$ cat src/rtl/fetch_unit.sv
`default_nettype none
// ============================================================================
//  Module      : fetch_unit
//  Description : Instruction fetch stage. Owns the architectural PC, issues
//                word reads to instruction memory over a req/ready + rvalid
//                handshake, holds the returned word for decode, and selects
//                the next PC from PCSrc/PCTarget when decode accepts.
//  Revision    : 1.0 - initial release
// ============================================================================
module fetch_unit #(
  parameter logic [31:0] RESET_PC  = 32'h0000_0000,
  parameter logic [31:0] NOP_INSTR = 32'h0000_0013
) (
  input  logic        clk,
  input  logic        reset,
  input  logic        PCSrc,
  input  logic [31:0] PCTarget,
  output logic        imem_req,
  output logic [31:0] imem_addr,
  input  logic        imem_ready,
  input  logic        imem_rvalid,
  input  logic [31:0] imem_rdata,
  output logic [31:0] Instr,
  output logic [31:0] PC,
  output logic [31:0] PCPlus4,
  input  logic        instr_ready,
  output logic        instr_valid,
  output logic        misaligned_err
);

  typedef enum logic [1:0] {
    S_REQ  = 2'd0,
    S_WAIT = 2'd1,
    S_HOLD = 2'd2,
    S_ERR  = 2'd3
  } state_t;

  state_t      state_q;
  logic [31:0] pc_q;
  logic [31:0] instr_q;
  logic        valid_q;
  logic        err_q;
  logic        req_q;

  logic [31:0] pc_plus4_w;
  logic [31:0] next_pc_d;
  logic        next_aligned_w;
  logic        accept_w;

  // Sequential PC wraps naturally at 2^32; this is not treated as an error.
  assign pc_plus4_w     = pc_q + 32'd4;
  assign next_pc_d      = PCSrc ? PCTarget : pc_plus4_w;
  assign next_aligned_w = (next_pc_d[1:0] == 2'b00);
  assign accept_w       = (state_q == S_HOLD) && instr_ready;

  // Request is masked by reset so nothing reaches memory while it is held.
  assign imem_req       = req_q && !reset;
  assign imem_addr      = pc_q;
  assign PC             = pc_q;
  assign PCPlus4        = pc_plus4_w;
  assign Instr          = instr_q;
  assign instr_valid    = valid_q;
  assign misaligned_err = err_q;

  // Fetch FSM with all outputs registered alongside the state.
  always_ff @(posedge clk) begin
    if (reset) begin
      state_q <= S_REQ;
      pc_q    <= RESET_PC;
      instr_q <= NOP_INSTR;
      valid_q <= 1'b0;
      err_q   <= 1'b0;
      req_q   <= 1'b1;
    end else begin
      case (state_q)
        S_REQ: begin
          // PC is untouched here, so the address stays stable under backpressure.
          if (imem_ready) begin
            req_q   <= 1'b0;
            state_q <= S_WAIT;
          end
        end
        S_WAIT: begin
          if (imem_rvalid) begin
            instr_q <= imem_rdata;
            valid_q <= 1'b1;
            state_q <= S_HOLD;
          end
        end
        S_HOLD: begin
          if (accept_w) begin
            valid_q <= 1'b0;
            instr_q <= NOP_INSTR;
            if (next_aligned_w) begin
              pc_q    <= next_pc_d;
              req_q   <= 1'b1;
              state_q <= S_REQ;
            end else begin
              // PC keeps the faulting instruction's address for diagnosis.
              err_q   <= 1'b1;
              state_q <= S_ERR;
            end
          end
        end
        S_ERR: begin
          // Terminal until reset.
          req_q   <= 1'b0;
          valid_q <= 1'b0;
        end
        default: begin
          state_q <= S_ERR;
          err_q   <= 1'b1;
          req_q   <= 1'b0;
          valid_q <= 1'b0;
        end
      endcase
    end
  end

endmodule
`default_nettype wire
$ cat config.mk
export PLATFORM = sky130hd
export DESIGN_NAME = fetch_unit
export DESIGN_NICKNAME = d
export VERILOG_FILES = /design/src/rtl/fetch_unit.sv
export SDC_FILE = /design/constraint.sdc
export NUM_CORES = 1
export LEC_CHECK = 0
export BUFFER_PORTS_ARGS = -buffer_cell sky130_fd_sc_hd__buf_2
export CAP_MARGIN = 20
export CORE_MARGIN = 10
export CORE_UTILIZATION = 46
export DETAILED_ROUTE_END_ITERATION = 12
export PLACE_DENSITY = 0.8
export SLEW_MARGIN = 40
export SYNTH_ARGS = -nofsm -noshare
export SYNTH_HDL_FRONTEND = slang
export SYNTH_SLANG_ARGS = --single-unit
export TNS_END_PERCENT = 1
$ cat constraint.sdc
create_clock -name clk -period 2.3 [get_ports clk]
set_input_delay 0 -clock clk [delete_from_list [all_inputs] [get_ports clk]]
set_output_delay 0 -clock clk [all_outputs]
set_load 0.01 [all_outputs]
==> results.txt, run 1 <==
The cell leakage power came out at 2.75 nW. Summed over all layers, the routed wires come to 14800 um. The final worst-path setup slack came out at 115 ps. The mean area per synthesized cell came out at 8.14 um^2. Dividing the detail-routed wire length by the instance count gives 18.5 um. The core region area came out at 8640 um^2. For this design, the sink count on the clock tree is 69. The worst path in the final design needs a cycle of 2180 ps, including I/O delays and setup. The kind of critical path is register to output pin. The first detailed-routing pass ran for 6 iterations.

The CTS buffer count came out at 9. The master cell of the clock root buffer is clkbuf_8. The die boundary width came out at 114 um. The number of placed I/O pins came out at 201. The largest fanout on the critical path came out at 12. The remaining design rule violation count came out at 0. STA classifies the critical path endpoint as an output pin. For the final database, setup skew stands at 10.9 ps. The hold violation count in the final report is 0. Detailed placement ended at an HPWL of 10500 um. The number of synthesis warnings is 0.

Data on the critical path arrives at its endpoint at 2180 ps. Using the TritonRoute via totals, the vias-per-cell ratio works out to 5.66. The required time at the endpoint of the critical path is 2300 ps. The fraction of the cycle the final worst path needs is 95.0%. Setup violations remaining at the end of the flow were counted as 0. The clock reaches the later pin of the worst-skew pair after 340 ps. The number of global-route vias before repair is 4576. The fraction of final layout cells with drive strength greater than 1 came out at 36.2%. The worst slack at placement is 238 ps. The global-route wire length before repair came out at 23700 um. The highest attainable clock frequency came out at 458 MHz. After synthesis the netlist holds a flip-flop and latch count of 69. The clock-pin slew reported for the worst setup and hold paths after clock tree synthesis came out at 90 ps.

The synthesized design contains 0 enable-type register cells. At the end of the flow, the number of nets in the layout was 764. The largest voltage drop on the vdd net is 464 uV. The cell area power density is 620 nW/um^2.

Input and output buffers added on the ports amount to 200. Setup repair after global routing left no endpoint under its margin. The final weighted congestion in routability-driven placement came out at 0.889.

The layout filler cell count is 721. The actual slew at the worst max-slew pin came out at 778 ps. The total via count after detailed routing came out at 4543. The sequential area share after synthesis is 34.3%. The maximum number of pins on one net before global-route repair came out at 65.

The proportion of register bits with asynchronous set or reset after synthesis came out at 0%. The buffer depth of the longest clock path came out at 2. The area growth from synthesis to layout is 36.9%.

Ranked by instance count, the synthesized netlist is headed by 69 x dfxtp_1, 57 x nor2_1, 39 x nand2_1, 35 x buf_4, 33 x a22oi_1. The aggregate global-route resource usage came out at 21.8%. The final count of pins violating max slew is 0. STA classifies the critical path startpoint as a register. The share of synthesized area in the top cell type comes to 34.3%. The final total negative setup slack is 0 ps.

The largest area contributor in the netlist is dfxtp_1. The headroom to the max-slew limit came out at 48.1%. The count of antenna-violating nets left after detailed routing came out at 0.

Measured along the y axis, the die boundary spans 114 um. The most used flip-flop cell after synthesis is dfxtp_1. The floorplan has 34 rows. The initial antenna violation count was 1.

The number of distinct standard cells referenced by the synthesized netlist came out at 58. The synthesized instance count came out at 495. The total standard cell area after synthesis is 4030 um^2. The number of levels in the clock H-tree is 3. By area the synthesized netlist is led by dfxtp_1 34%, buf_4 6.5%, a22oi_1 6.1%, nor2_1 5.3%, nand2_1 3.6%. The iteration-0 DRC count of the detailed router is 289. The post-synthesis net count is 571. The min-delay analysis places its worst path in the category primary input to register. The number of maximum-capacitance violations is 0.

The starting density of the core came out at 46.7%. The run finished with clean final reports. The total die area is 12900 um^2. Yosys instantiated no cell more often than dfxtp_1.

The clock tree from TritonCTS is built. The total overflow left after global routing is 0.
## layout by cell type (no fill, tap or decap), types with 5 or more instances in the layout
master	Yosys	layout
nor3_1	6	5
a31oi_1	7	7
ha_1	6	6
a22oi_1	33	33
nor3_2	4	5
nor2_1	57	56
nand2b_1	5	5
clkbuf_8	0	9
o22ai_1	8	8
nand4_1	6	6
a21o_1	5	5
dfxtp_1	69	65
dlygate4sd3_1	0	42
a21oi_1	20	20
nor4_1	7	7
inv_1	6	6
xor2_1	16	16
nand3_1	18	18
mux2i_1	5	5
o21ai_0	16	16
xnor2_1	12	12
o31ai_1	5	5
and3_1	18	16
buf_2	9	200
buf_4	35	12
nand2_1	39	39
## kinds of logic (layout without fill, tap and decap cells)
kind of cell	count (synthesis)	count (layout)	share of synthesized area (%)
muxes	5	5	1.24
and+or+nand+nor	184	184	24.3
AOI/OAI and AO/OA	123	123	21.0
DFF	69	69	34.3
xor gates and xnor gates	28	28	6.08
other	0	1	0
buffers and inverters	80	278	11.2
adders and majority gates	6	6	1.86
## routing by layer
| layer | part of all wire, % | GRT usage [%] | vias to the layer above | wire length [um] |
|---|---|---|---|---|
| met4 | 1.0 | 7.02 | 0 | 151 |
| met2 | 47 | 36.0 | 263 | 6940 |
| met5 | 0 | 0 | - | 0 |
| met3 | 13 | 8.87 | 16 | 1890 |
| met1 | 39 | 25.1 | 2130 | 5820 |
| li1 | - | - | 2134 | - |
## final cells by class
class / instances / area (um^2) / area share [%]
Multi-Input combinational cell: 346 / 2210 / 40.0
Clock inverter: 7 / 104 / 1.88
Antenna cell: 1 / 2.50 / 0.0453
Tap cell: 108 / 135 / 2.45
Sequential cell: 69 / 1390 / 25.1
Clock buffer: 9 / 124 / 2.24
Timing Repair Buffer: 255 / 1530 / 27.7
Inverter: 7 / 26.3 / 0.476
## power breakdown
part | internal (mW) | switching (mW) | total (mW)
sequential | 1.32 | 0.0835 | 1.40
clock | 0.628 | 0.524 | 1.15
combinational | 0.377 | 0.491 | 0.868
total | 2.32 | 1.10 | 3.42
## registers in the layout, summed over array words and instances, names as in the netlist
register / cells
misaligned_err: 1
Instr: 32
req_q: 1
instr_valid: 1
PC: 32
state_q: 2
## metrics by stage
stage / total power [mW] / instance area [um^2] / std cells / hold slack, ps / util, %
after CTS: 3.42 / 5500 / 801 / 7.56 / 63.7
after detailed placement: 2.21 / 4850 / 743 / 244 / 56.2
after global routing: 3.60 / 5520 / 802 / 26.8 / 63.9
after floorplan: 1.91 / 4030 / 495 / 145 / -
final: 3.42 / 5520 / 802 / 28.9 / 63.9
after global placement: 2.18 / 4850 / 743 / 231 / 56.2
## worst max-delay path, stage by stage, from the launching register on
cell	delay, ps
dfxtp_1	490
and4_4	320
nand4_4	260
nor4_4	440
xor2_1	180
buf_2	150
## what timing repair did
item | in CTS | in global routing
resized for setup | 1 | 7
hold buffers | 42 | 0
endpoints found under the hold margin | 42 | 0
setup endpoints to repair | 2 | 9
buffers inserted | 0 | 0
## path summary, 6_finish.rpt
path / startpoint / end / slack (ps) / cells past startpoint
setup / recovery: PC[8] / PCPlus4[24] / 120 / 5
hold / removal: PCTarget[5] / PC[5] / 30 / 5
setup reg to reg: state_q[0] / PC[25] / 200 / 7
hold reg to reg: Instr[4] / Instr[4] / 480 / 2
(Power assumes the default switching activity.)
==> run 2, diff against run 1 <==
- ABC_AREA: not set -> 1
- PLACE_DENSITY: 0.8 -> 0.81
==> run 2 against run 1 <==
Effect of this change:
- fmax up 6.4%
- die area fell by 3.7%
- utilization up 3.4 points
- clock skew rose by 4.4 ps
- global-route usage increased by 0.62 points
- flip-flop and latch count unchanged
- synthesized cell count is 16% higher
- largest power group unchanged
- highest routed layer unchanged
==> results.txt, run 2 <==
The CTS buffer count came out at 9. The number of global-route vias before repair came out at 4741. The largest voltage drop on the vdd net is 527 uV. No sink is reached through more buffers than the 2 on the longest clock path. In this run the count of I/O pins placed on the die edge is 201. Of the total power, the share spent switching nets is 33.0%. The remaining design rule violation count is 0.

Clock tree synthesis found a total of 69 sinks. The number of synthesized flops with an enable pin is 0. The total placed instance area came out at 4670 um^2. The hold violation count in the final report is 0.

The final-stage net count came out at 867. In this run the biggest area consumer among cell types represents 35.9% of the synthesized area. The master cell of the clock root buffer is clkbuf_8. By area the synthesized netlist is led by dfxtp_1 36%, nand2_1 15%, a21oi_1 11%, buf_4 6.6%, nand3_1 5.6%. The clock tree from TritonCTS is built.

The sequential power share is 41.1%. Of all cell types, the one taking the most synthesized area is dfxtp_1. The total area inside the core boundary comes to 8180 um^2. The final weighted congestion in routability-driven placement came out at 0.937. The overall power after layout came out at 3.46 mW. The fraction of final layout cells with drive strength greater than 1 is 29.6%.

A synthesized cell averages 6.72 um^2. The cell depth of the worst hold path is 4. The detailed-route vias per instance is 5.16. Fill cells in the final layout number 692. At the pin with the least slew margin, the transition time is 528 ps. The area share of fa/ha/maj cells after synthesis is 1.95%. The startpoint identified for the worst register-to-register timing path is state_q[0]. Setup slack on the worst reg-to-reg path comes out at 530 ps. The internal power of the cells is 2.32 mW. The number of levels in the clock H-tree came out at 3. The die boundary width came out at 112 um. After synthesis, the largest family of logic cells by area is simple AND/OR/NAND/NOR gates. The fraction of the cycle the final worst path needs is 89.2%. The destination of the worst register-to-register timing path is PC[17]. The number of nets handed over by synthesis was 649. In this run the tool buffered the top-level ports with 200 buffer cells. The final cell count without fillers is 902.

The number of synthesis warnings came out at 0. The most common cell in the synthesized netlist is nand2_1. The number of standard-cell rows in the floorplan is 33. The number of maximum-capacitance violations is 0. The most common cell after layout, fill and taps aside is buf_2. The die covers 12400 um^2. The count of buffers added by post-CTS timing repair for setup is 0. The number of setup violations in the final report came out at 0. The worst slack at placement is 554 ps. The final total negative setup slack came out at 0 ps. The total via count after detailed routing came out at 4652.

The iteration-0 DRC count of the detailed router is 310. STA classifies the critical path startpoint as a register. The class of the most critical hold timing path is primary input to register. The basic-gate share of the synthesized area counting and, or, nand and nor cells is 28.4%. Across the routed clock network, the largest skew measured is 15.3 ps.

The total grt overflow came out at 0. For this run, the detailed router's first-pass iteration total came to 5. The share of the synthesized area in compound gates (AO/OA/AOI/OAI) is 17.2%. The top cell types in the final layout, fill and taps aside, are 200 x buf_2, 151 x nand2_1, 87 x a21oi_1, 69 x dfxtp_1, 61 x dlygate4sd3_1. STA puts the critical path data arrival time at 2050 ps. The clock network is responsible for 32.6% of the overall power.

The count of nets left with antenna violations once routing finished came out at 0. The initial antenna violation count came out at 1. The aggregate global-route resource usage came out at 22.4%. The cell leakage power is 2.71 nW. The synthesized netlist contains 27 unique library cells. The final wirelength is 14700 um. On the worst path, the slowest cell contributes a delay of 410 ps. Synthesis inferred 69 register bits. By count the netlist is led by 151 x nand2_1, 87 x a21oi_1, 69 x dfxtp_1, 43 x nand3_1, 39 x nor2_1. The placed wire-length estimate is 10000 um. The highest attainable clock frequency is 487 MHz.

Traced cell by cell, the critical path runs through ha_1, nand2_1, nor2_1, nand2_1, nor2_2, nand3_1, and2_1, buf_2. In this run the power density over the cells is 629 nW/um^2. Along the worst path, the maximum fanout reaches 5. After Yosys synthesis, XOR and XNOR cells account for 3.41% of the synthesized area.

The run finished with clean final reports. The worst hold path terminates at instr_valid. After clock tree synthesis, the clock-pin slew on the worst setup and hold paths is 80 ps. In the synthesized netlist the dominant register cell turns out to be dfxtp_1.

The cell count after placement is 824. On the final layout, the worst hold slack is 80.8 ps. At the worst endpoint, the required time is 2300 ps. The final worst-path setup slack is 247 ps. The clock latency on the worst-skew pair is 360 ps.

The proportion of register bits with asynchronous set or reset after synthesis came out at 0%. In this run the most critical hold path is launched from imem_rvalid. For this design, the slowest cell found on the critical path is dfxtp_1. The critical path is of the register to output pin type. The number of cells on the worst reg-to-reg path is 7. The worst path needs 2050 ps of the cycle, external delays included. Setup repair after global routing left no endpoint under its margin.

The headroom to the max-slew limit came out at 64.8%. Synthesis handed over a netlist of 573 instances. The finished layout cell area came out at 5500 um^2.

The average detailed-routed wire length per instance is 16.3 um. For this run, the share of the core covered by cells in the final layout is 67.3%. Entering global routing, the biggest net connects 36 pins. The global-route wire length before repair came out at 23300 um. The total standard cell area after synthesis came out at 3850 um^2. The relative area change from synthesis to final layout came out at 42.9%. The power share of the combinational group came out at 26.4%. The sequential area share after synthesis is 35.9%. The net switching power of the design is 1.14 mW. The endpoint kind of the worst setup timing path is an output pin.

The critical path's most frequent cell is nand2_1. The starting density of the core came out at 47.1%. The final count of pins violating max slew is 0. In the synthesized netlist, mux cells make up 0% of the area. The die is 112 um tall.
==> run 2: cell count changes after synthesis, moves of 6 or more <==
cell,change
nand3_1,+25
o21ai_0,+22
a21oi_1,+67
o22ai_1,-8
xnor2_1,-7
nor4_1,-7
nor2_1,-18
inv_1,+27
xor2_1,-6
a22oi_1,-33
and3_1,-18
nand2_1,+112
==> run 2: area by class of cell <==
| type | instances | area (um^2) | area share [%] |
|---|---|---|---|
| repair buffers | 269 | 1670 | 30.4 |
| well taps | 105 | 131 | 2.39 |
| clock inverters | 7 | 96.3 | 1.75 |
| diodes | 1 | 2.50 | 0.0455 |
| flip-flops and latches | 69 | 1380 | 25.1 |
| clock buffers | 9 | 124 | 2.25 |
| multi-input cells | 406 | 1960 | 35.6 |
| inverters | 36 | 135 | 2.46 |
==> run 2: critical path, delay by kind of cell, from the launching register on <==
kind                     cells  cell delay [ps]
AND/OR/NAND/NOR              6              930
flip-flops                   1              410
buffers and inverters        1              140
adder cells (fa/ha/maj)      1              240
==> run 2: how the worst max path moves through the flow <==
stage                           from           to  cells past startpoint
after detailed placement  state_q[0]        PC[2]                      7
final                          PC[2]  PCPlus4[22]                      8
after global routing           PC[2]  PCPlus4[22]                      8
after global placement         PC[2]       PC[18]                      8
after CTS                      PC[2]  PCPlus4[22]                      8
after floorplan           state_q[0]    Instr[10]                      8
==> run 2: repair_timing <==
item                      4_1_cts  5_1_grt
hold buffers                   61        0
resized for setup               0        0
hold endpoints to repair       61        0
==> run 2: logic make-up (layout without fill, tap and decap cells) <==
group           count (synthesis)  count (layout)
flops                          69              69
compound gates                130             130
xor+xnor                       15              15
fa+ha+maj                       6               6
simple gates                  255             255
other cells                     0               1
buf+inv                        98             321
==> run 2: power groups by stage <==
stage / clock network (mW) / logic, mW / registers [mW]
2_1_floorplan: 0 / 0.432 / 1.49
3_3_place_gp: 0 / 0.782 / 1.43
3_5_place_dp: 0 / 0.804 / 1.44
4_1_cts: 1.14 / 0.888 / 1.41
5_1_grt: 1.18 / 1.00 / 1.44
6_report: 1.13 / 0.913 / 1.42
==> run 2: per-layer routing <==
layer	track usage [%]	wire length (um)	vias up	share of wire, %
li1	-	-	2273	-
met1	23.4	5400	2090	37
met3	7.84	1450	40	9.8
met5	0	0	-	0
met2	39.2	7360	249	50
met4	11.0	528	0	3.6
